==> config.mk <==
export PLATFORM = sky130hd
export DESIGN_NAME = mul_unit_flat
export DESIGN_NICKNAME = d
export VERILOG_FILES = /design/src/rtl/mul_unit_if.sv /design/src/rtl/mul_unit.sv /design/src/flat_wrapper.sv
export SDC_FILE = /design/constraint.sdc
export NUM_CORES = 1
export LEC_CHECK = 0
export ABC_AREA = 1
export CORE_ASPECT_RATIO = 1.25
export CORE_MARGIN = 3
export CORE_UTILIZATION = 56
export CTS_BUF_LIST = sky130_fd_sc_hd__clkbuf_4
export DETAILED_ROUTE_END_ITERATION = 10
export GPL_TIMING_DRIVEN = 0
export PLACE_DENSITY_LB_ADDON = 0.3
export SYNTH_ARGS = -nofsm -noshare
export SYNTH_HDL_FRONTEND = slang
export SYNTH_SLANG_ARGS = --single-unit
==> constraint.sdc <==
create_clock -name clk -period 8.78 [get_ports clk]
set_input_delay 1.756 -clock clk [delete_from_list [all_inputs] [get_ports clk]]
set_output_delay 1.756 -clock clk [all_outputs]
set_load 0.02 [all_outputs]
==> src/rtl/mul_unit_if.sv <==
// Request/response bundle between the execute stage and the iterative multiplier.
// Execute-stage side drives operands, start, flush and setflags.
// Multiplier side returns busy, the done pulse, result and the {N,Z} flags.
interface mul_unit_if;
    logic        start;
    logic [1:0]  op;
    logic [31:0] a;
    logic [31:0] b;
    logic [31:0] c;
    logic        setflags;
    logic        flush;
    logic        busy;
    logic        done;
    logic [31:0] result;
    logic [1:0]  flags;
    logic        flags_we;

    modport master (
        output start, op, a, b, c, setflags, flush,
        input  busy, done, result, flags, flags_we
    );

    modport slave (
        input  start, op, a, b, c, setflags, flush,
        output busy, done, result, flags, flags_we
    );
endinterface

==> src/rtl/mul_unit.sv <==
// Purpose: iterative shift-add MUL/MLA/MLS, low 32 bits, plus {N,Z} flags.
// Latency: done pulses 32/BPC+1 edges after the edge that accepts start.
// Backpressure: busy is high in CALC/ACC and stalls the pipeline; start is ignored while busy.
//
// Ports: clk, reset (async, active low); bus (slave modport of mul_unit_if):
//   in : start, op (00 MUL, 01 MLA, 10 MLS, 11 as MUL), a, b, c, setflags, flush
//   out: busy, done, result, flags {N,Z}, flags_we
module mul_unit #(
    parameter int BPC = 1
) (
    input  logic        clk,
    input  logic        reset,
    mul_unit_if.slave   bus
);
    localparam int N = 32 / BPC;

    typedef enum logic [1:0] {IDLE, CALC, ACC, DONE} state_t;

    state_t      state;
    state_t      state_nx;
    logic        accept;

    logic [31:0] mcand;     // multiplicand, pre-shifted by the bits already retired
    logic [31:0] mplr;      // multiplier, consumed BPC bits per cycle from the LSB
    logic [31:0] acc_c;
    logic [1:0]  op_q;
    logic        sf_q;
    logic [5:0]  count;
    logic [31:0] prod;
    logic [31:0] partial;
    logic [31:0] res_nx;
    logic [31:0] result;
    logic [1:0]  flags;

    // Next-state logic; start is only looked at in IDLE or DONE
    always_comb begin
        state_nx = state;
        accept   = 1'b0;
        case (state)
            IDLE, DONE: begin
                if (bus.start && !bus.flush) begin
                    accept   = 1'b1;
                    state_nx = CALC;
                end else begin
                    state_nx = IDLE;
                end
            end
            CALC: begin
                if (bus.flush)
                    state_nx = IDLE;
                else if (count == 6'd1)
                    state_nx = ACC;
            end
            ACC: begin
                state_nx = bus.flush ? IDLE : DONE;
            end
            default: state_nx = IDLE;
        endcase
    end

    always_ff @(posedge clk or negedge reset) begin
        if (!reset)
            state <= IDLE;
        else
            state <= state_nx;
    end

    // Sum of shifted multiplicands for the BPC multiplier bits retired this cycle
    always_comb begin
        partial = '0;
        for (int j = 0; j < BPC; j++) begin
            if (mplr[j])
                partial = partial + (mcand << j);
        end
    end

    // Final combine; everything wraps mod 2^32
    always_comb begin
        case (op_q)
            2'b01:   res_nx = acc_c + prod;
            2'b10:   res_nx = acc_c - prod;
            default: res_nx = prod;
        endcase
    end

    always_ff @(posedge clk or negedge reset) begin
        if (!reset) begin
            mcand  <= '0;
            mplr   <= '0;
            acc_c  <= '0;
            op_q   <= '0;
            sf_q   <= 1'b0;
            count  <= '0;
            prod   <= '0;
            result <= '0;
            flags  <= '0;
        end else if (accept) begin
            mcand  <= bus.a;
            mplr   <= bus.b;
            acc_c  <= bus.c;
            op_q   <= bus.op;
            sf_q   <= bus.setflags;
            prod   <= '0;
            count  <= 6'(N);
        end else if (state == CALC && !bus.flush) begin
            prod   <= prod + partial;
            mcand  <= mcand << BPC;
            mplr   <= mplr >> BPC;
            count  <= count - 6'd1;
        end else if (state == ACC && !bus.flush) begin
            // A flush here leaves result/flags at their previous values
            result <= res_nx;
            flags  <= {res_nx[31], res_nx == 32'd0};
        end
    end

    assign bus.busy     = (state == CALC) || (state == ACC);
    assign bus.done     = (state == DONE);
    assign bus.flags_we = (state == DONE) && sf_q;
    assign bus.result   = result;
    assign bus.flags    = flags;
endmodule

==> src/flat_wrapper.sv <==
// flat-port wrapper written by rule: the top's interface ports become plain ports
module mul_unit_flat 
#(
    parameter int BPC = 1
)
  (clk, reset, bus_start, bus_op, bus_a, bus_b, bus_c, bus_setflags, bus_flush, bus_busy, bus_done, bus_result, bus_flags, bus_flags_we);
  mul_unit_if bus_i ();
  input  logic clk;
  input  logic reset;
  input wire logic [$bits(bus_i.start)-1:0] bus_start;
  input wire logic [$bits(bus_i.op)-1:0] bus_op;
  input wire logic [$bits(bus_i.a)-1:0] bus_a;
  input wire logic [$bits(bus_i.b)-1:0] bus_b;
  input wire logic [$bits(bus_i.c)-1:0] bus_c;
  input wire logic [$bits(bus_i.setflags)-1:0] bus_setflags;
  input wire logic [$bits(bus_i.flush)-1:0] bus_flush;
  output wire logic [$bits(bus_i.busy)-1:0] bus_busy;
  output wire logic [$bits(bus_i.done)-1:0] bus_done;
  output wire logic [$bits(bus_i.result)-1:0] bus_result;
  output wire logic [$bits(bus_i.flags)-1:0] bus_flags;
  output wire logic [$bits(bus_i.flags_we)-1:0] bus_flags_we;
  assign bus_i.start = bus_start;
  assign bus_i.op = bus_op;
  assign bus_i.a = bus_a;
  assign bus_i.b = bus_b;
  assign bus_i.c = bus_c;
  assign bus_i.setflags = bus_setflags;
  assign bus_i.flush = bus_flush;
  assign bus_busy = bus_i.busy;
  assign bus_done = bus_i.done;
  assign bus_result = bus_i.result;
  assign bus_flags = bus_i.flags;
  assign bus_flags_we = bus_i.flags_we;
  mul_unit #(.BPC(BPC)) u_core (.clk(clk), .reset(reset), .bus(bus_i));
endmodule
Word level (Yosys, flattened, before mapping) --
Cells that the tools add are included. W data, S select, Z words.
Storage, ports and cells: bits of input ports 103, output and inout bits 37, word-level logic and storage cells 51, bits in registers 173
Operators by class: reduce and logical (&&, ||, !) cells 11, bitwise operators 2, equal/unequal tests 7, muxes and demuxes 17, $add $sub $neg 4
Operators with widths (count):
- $mux W32 | 7
- $add A32 B32 Y32 | 2
- $pmux W32 S2 | 1
- $logic_not A32 Y1 | 1
- $sub A32 B32 Y32 | 1
- $mux W6 | 2
- $eq A2 B2 Y1 const B | 3
- $eq A6 B1 Y1 const B | 1
- $mux W2 | 3
- $pmux W2 S3 | 1
- $sub A6 B1 Y6 const B | 1
- $eq A2 B1 Y1 const B | 2
- $logic_and A1 B1 Y1 | 4
- $mux W1 | 3
- $ne A3 B2 Y1 const B | 1
- $reduce_and A3 Y1 | 1
- $logic_not A2 Y1 | 1
- $not A1 Y1 | 2
- $reduce_bool A2 Y1 | 1
- $reduce_or A2 Y1 | 1
- $logic_not A1 Y1 | 1
- $logic_or A1 B1 Y1 | 1

Longest topological paths before layout --
depth after elaboration 6, depth in mapped cells 27, gate-level depth less buffers 27

Least setup slack after synthesis --
Ideal clock, no wire load.
path kind register to register, start point register u_core.prod[1], end point register u_core.flags[0], in the netlist u_core.bus.flags[0], library setup time 66 ps, setup slack 5614 ps, arrival 3100 ps, cell stages (with the launch flop) 25, period minus slack after synthesis 3166 ps, required time 8714 ps, path buffers 0, cells stage by stage dfrtp_1 -> inv_1 -> ha_1 -> nand3_2 -> nor3_2 -> nand4_1 -> nor2_2 -> nand4_1 -> o21ai_1 -> o21ai_1 -> xor2_1 -> ha_1 -> nand2_1 -> nor2_1 -> and2_1 -> and2_1 -> nand2_1 -> nand3_1 -> nand3_1 -> nand2_1 -> nor2_1 -> nand2_1 -> nor2_1 -> nand3_1 -> nand2_1
On the way: longest elaborated chain between the ends 3, elaborated cells between the ends (all ways) 4, classes of those cells 2 x add/sub; 1 x mux; 1 x reduce/logical
Ends and longest elaborated chain:
- start, declared | RTL line mul_unit.sv:29 | logic [31:0] prod;
- start signal, assigned | RTL line mul_unit.sv:106 | prod <= prod + partial;
- $sub A32 B32 Y32 / $add A32 B32 Y32 (equally long branches) | RTL line mul_unit.sv:81, mul_unit.sv:80
- $pmux W32 S2 (*) | RTL line mul_unit.sv:79 | case (op_q)
- $logic_not A32 Y1 (*) | RTL line mul_unit.sv:113 | flags <= {res_nx[31], res_nx == 32'd0};
- end signal, assigned | RTL line mul_unit.sv:113
- end, declared | RTL line mul_unit.sv:33 | logic [1:0] flags;
Mark *: on every way between the ends. The rest lies on a longest branch, timed or not. A chain may end at the register's enable or synchronous reset.

Worst setup path after layout --
Ends and elaborated chain as after synthesis.

==> flow_summary.json <==
{
  "synth_top_area_share_pct": 34.1,
  "grtUsageMet1_pct": 35.4,
  "grt_pass1_wl_um": 58400,
  "cts_tree": "done",
  "ff2ff_path_depth": 23,
  "first_pass_iters": 9,
  "use_met3_pct": 3.80,
  "slowest_delay_ps": 470,
  "synth_cell_types": 52,
  "syn_nets": 2045,
  "netlist_instances": 1871,
  "synth_flop_cell": "dfrtp_1",
  "crit_chain": "inv_1, ha_1, nand3_2, nor3_2, nand4_1, nor2_2, nand4_1, o21ai_1, o21ai_1, xor2_1, ha_1, nand2_1, nor2_1, inv_1, nor3_1, nand2_1, nand3_1, nor2_1, o21ai_1, nand2_1, nor2_2, nand3_1, nand2_1",
  "synth_area_leaders": "dfrtp_1 (34%), nand2_1 (19%), inv_1 (8.9%)",
  "std_cell_rows": 60,
  "skew_ps": 28.8,
  "design.portCount": 140,
  "numClockSinks": 172,
  "drtIter0Drc": 822,
  "worstReg2RegEnd": "u_core.bus.flags[0]$_DFFE_PN0P_",
  "nFillCells": 1989,
  "post_dp_cell_area_um2": 14400,
  "status": "complete, no violations",
  "insertion_delay_ps": 620,
  "endpoint": "u_core.bus.flags[0]$_DFFE_PN0P_",
  "crit_path_end_kind": "flop",
  "io_buffers": 139,
  "vias_per_cell": 5.40,
  "cts_buffers": 17,
  "drv_cap": 0,
  "drive_above_1_share_pct": 5.14,
  "r2r_start": "u_core.prod[1]$_DFFE_PN0P_",
  "finalCriticalPeriod_ps": 4150,
  "dp.cells": 2290,
  "startpoint_type": "flop",
  "crit_arrival_ps": 4710,
  "cts_max_path_buffers": 2,
  "grt_overflow_total": 0,
  "slew_viol_final": 0,
  "final_cells": 2323,
  "clkTransAtPathRegs_ps": 180,
  "synth_top_area_cell": "dfrtp_1",
  "grt_pass1_vias": 12374,
  "synth_area_um2": 12600,
  "reg2reg_slack_ps": 4630,
  "synth-seq-cells": 172,
  "postCtsSetupBuffers": 0,
  "clockRootBuffer": "clkbuf_4",
  "vias": 12554,
  "grt_use_total_pct": 29.5,
  "hold-worst-slack_ps": 500,
  "cp_common_cell": "nand2_1",
  "fmax_mhz": 241,
  "post-route-period-util_pct": 47.2,
  "setup_viol": 0,
  "busiest_layer": "met2",
  "fin_nets": 2204,
  "crit_start": "u_core.prod[1]$_DFFE_PN0P_",
  "die_y_um": 174,
  "met2_usage_pct": 52.5,
  "cp.required_ps": 9340,
  "worstSetupPathType": "flop to flop",
  "dp_hpwl_um": 29000,
  "area_growth_syn_to_layout_pct": 16.6,
  "synth_edf_count": 0,
  "initial_utilization_pct": 57.8,
  "ant_nets": 0,
  "dieArea_um2": 24400,
  "core_um2": 21800,
  "async_flop_share_pct": 100,
  "final_area_um2": 14700,
  "synthTopCellsByCount": "nand2_1 (648), inv_1 (301), dfrtp_1 (172), nor2_1 (128), nand3_1 (87)",
  "fin_util_pct": 67.4,
  "hold_violations": 0,
  "path_max_fanout": 5,
  "ctsHoldBuffers": 0,
  "antenna_found_initial": 1,
  "avgRoutedWirePerCell_um": 15.5,
  "rsz0062_at_grt": "no",
  "drc_errors": 0,
  "synth.most_common_cell": "nand2_1",
  "synth_area_per_cell_um2": 6.75,
  "place_congestion": 0.961,
  "cts_resized": 0,
  "cpMaxStageDelayCell": "dfrtp_1",
  "min_path_type": "flop to flop",
  "die_x_um": 140,
  "htreeDepth": 4,
  "yosysWarnings": 0,
  "slew_headroom_pct": 40.8,
  "grt_max_degree": 122,
  "yosysSeqAreaShare_pct": 34.1,
  "tightest_slew_ps": 888,
  "wl_um": 35900
}
## state kept, by name (all words and copies together) (netlist names)
signal and cells:
u_core.mcand 32, u_core.count 6, u_core.bus.result 31, u_core.state 2
u_core.op_q 2, u_core.mplr 32, u_core.prod 32, u_core.acc_c 32
u_core.sf_q 1, u_core.bus.flags 2
## per-layer routing
metal / share of wire, % / vias to the layer above
met4: 4.3 / 0
li1: - / 6300
met1: 41 / 5774
met3: 4.6 / 91
met2: 50 / 389
met5: 0 / -
## final cells by class
type                    count  area (µm²)  share of cell area [%]
flip-flops and latches    172        4300                    29.2
clock inverters            15         190                    1.29
well taps                 279         349                    2.37
multi-input cells        1333        6900                    46.9
plain buffers              56         259                    1.76
clock buffers              17         128                   0.867
inverters                 310        1160                    7.90
diodes                      1        2.50                  0.0170
repair buffers            140        1420                    9.67
## cell usage in the layout (no fill, tap or decap), types with 3 or more instances in the layout
| master | synthesis | routed |
|---|---|---|
| nand2_1 | 648 | 648 |
| inv_1 | 301 | 301 |
| dfrtp_1 | 172 | 172 |
| clkdlybuf4s50_1 | 0 | 138 |
| nor2_1 | 128 | 128 |
| nand3_1 | 87 | 87 |
| o21ai_0 | 82 | 82 |
| a21oi_1 | 72 | 72 |
| ha_1 | 69 | 69 |
| o221ai_1 | 61 | 61 |
| clkbuf_1 | 40 | 40 |
| xor2_1 | 31 | 31 |
| nand2_2 | 20 | 20 |
| clkbuf_4 | 0 | 17 |
| nand4_1 | 14 | 14 |
| nor3_1 | 13 | 13 |
| nor2_2 | 12 | 12 |
| inv_2 | 8 | 8 |
| o21ai_1 | 8 | 8 |
| a31oi_1 | 8 | 8 |
| o21bai_1 | 8 | 8 |
| o22ai_1 | 8 | 8 |
| nand3_2 | 7 | 7 |
| nand3b_1 | 7 | 7 |
| o211ai_1 | 6 | 6 |
| and2_1 | 6 | 6 |
| clkinv_8 | 0 | 6 |
| buf_2 | 5 | 5 |
| buf_1 | 5 | 5 |
| a21o_1 | 5 | 5 |
| nor4_1 | 4 | 4 |
| nor3_2 | 4 | 4 |
| inv_6 | 0 | 3 |
| inv_8 | 0 | 3 |
## metrics by stage
| stage | TNS [ps] | worst slack (ps) |
|---|---|---|
| 2_1_floorplan | 0 | 5610 |
| 3_3_place_gp | -123700 | -745 |
| 3_5_place_dp | 0 | 4440 |
| 4_1_cts | 0 | 4700 |
| 5_1_grt | 0 | 4090 |
| 6_report | 0 | 4630 |
## worst max-delay path, delay by kind of cell, from the launching register on
kind                       cells  cell delay, ps
AOI/OAI and AO/OA              3             700
adders and majority gates      2             600
buffers and inverters          2             320
xor gates and xnor gates       1             180
and+or+nand+nor               15            1840
DFF                            1             470
## worst min-delay path by stage
stage	start	endpoint	slack (ps)	cells after the start
global route	u_core.bus.flags[0]$_DFFE_PN0P_	u_core.bus.flags[0]$_DFFE_PN0P_	530	2
floorplan	u_core.sf_q$_DFFE_PN0P_	u_core.sf_q$_DFFE_PN0P_	440	2
finish	u_core.bus.result[16]$_DFFE_PN0P_	u_core.bus.result[16]$_DFFE_PN0P_	500	2
CTS	u_core.acc_c[7]$_DFFE_PN0P_	u_core.acc_c[7]$_DFFE_PN0P_	500	2
global placement	u_core.acc_c[10]$_DFFE_PN0P_	u_core.acc_c[10]$_DFFE_PN0P_	460	2
detailed placement	u_core.bus.result[16]$_DFFE_PN0P_	u_core.bus.result[16]$_DFFE_PN0P_	470	2
## cell families after synthesis
logic type / count (synthesis) / share of synthesized area (%)
AND/OR/NAND/NOR: 957 / 31.6
XOR/XNOR: 33 / 2.29
adder cells (fa/ha/maj): 71 / 7.15
buffers and inverters: 366 / 11.3
AO/OA/AOI/OAI: 271 / 13.5
flip-flops: 172 / 34.1
multiplexers: 1 / 0.0793
Power is not shown: default switching activity piles up to over one toggle a cycle in this logic, so the estimate is an artifact.
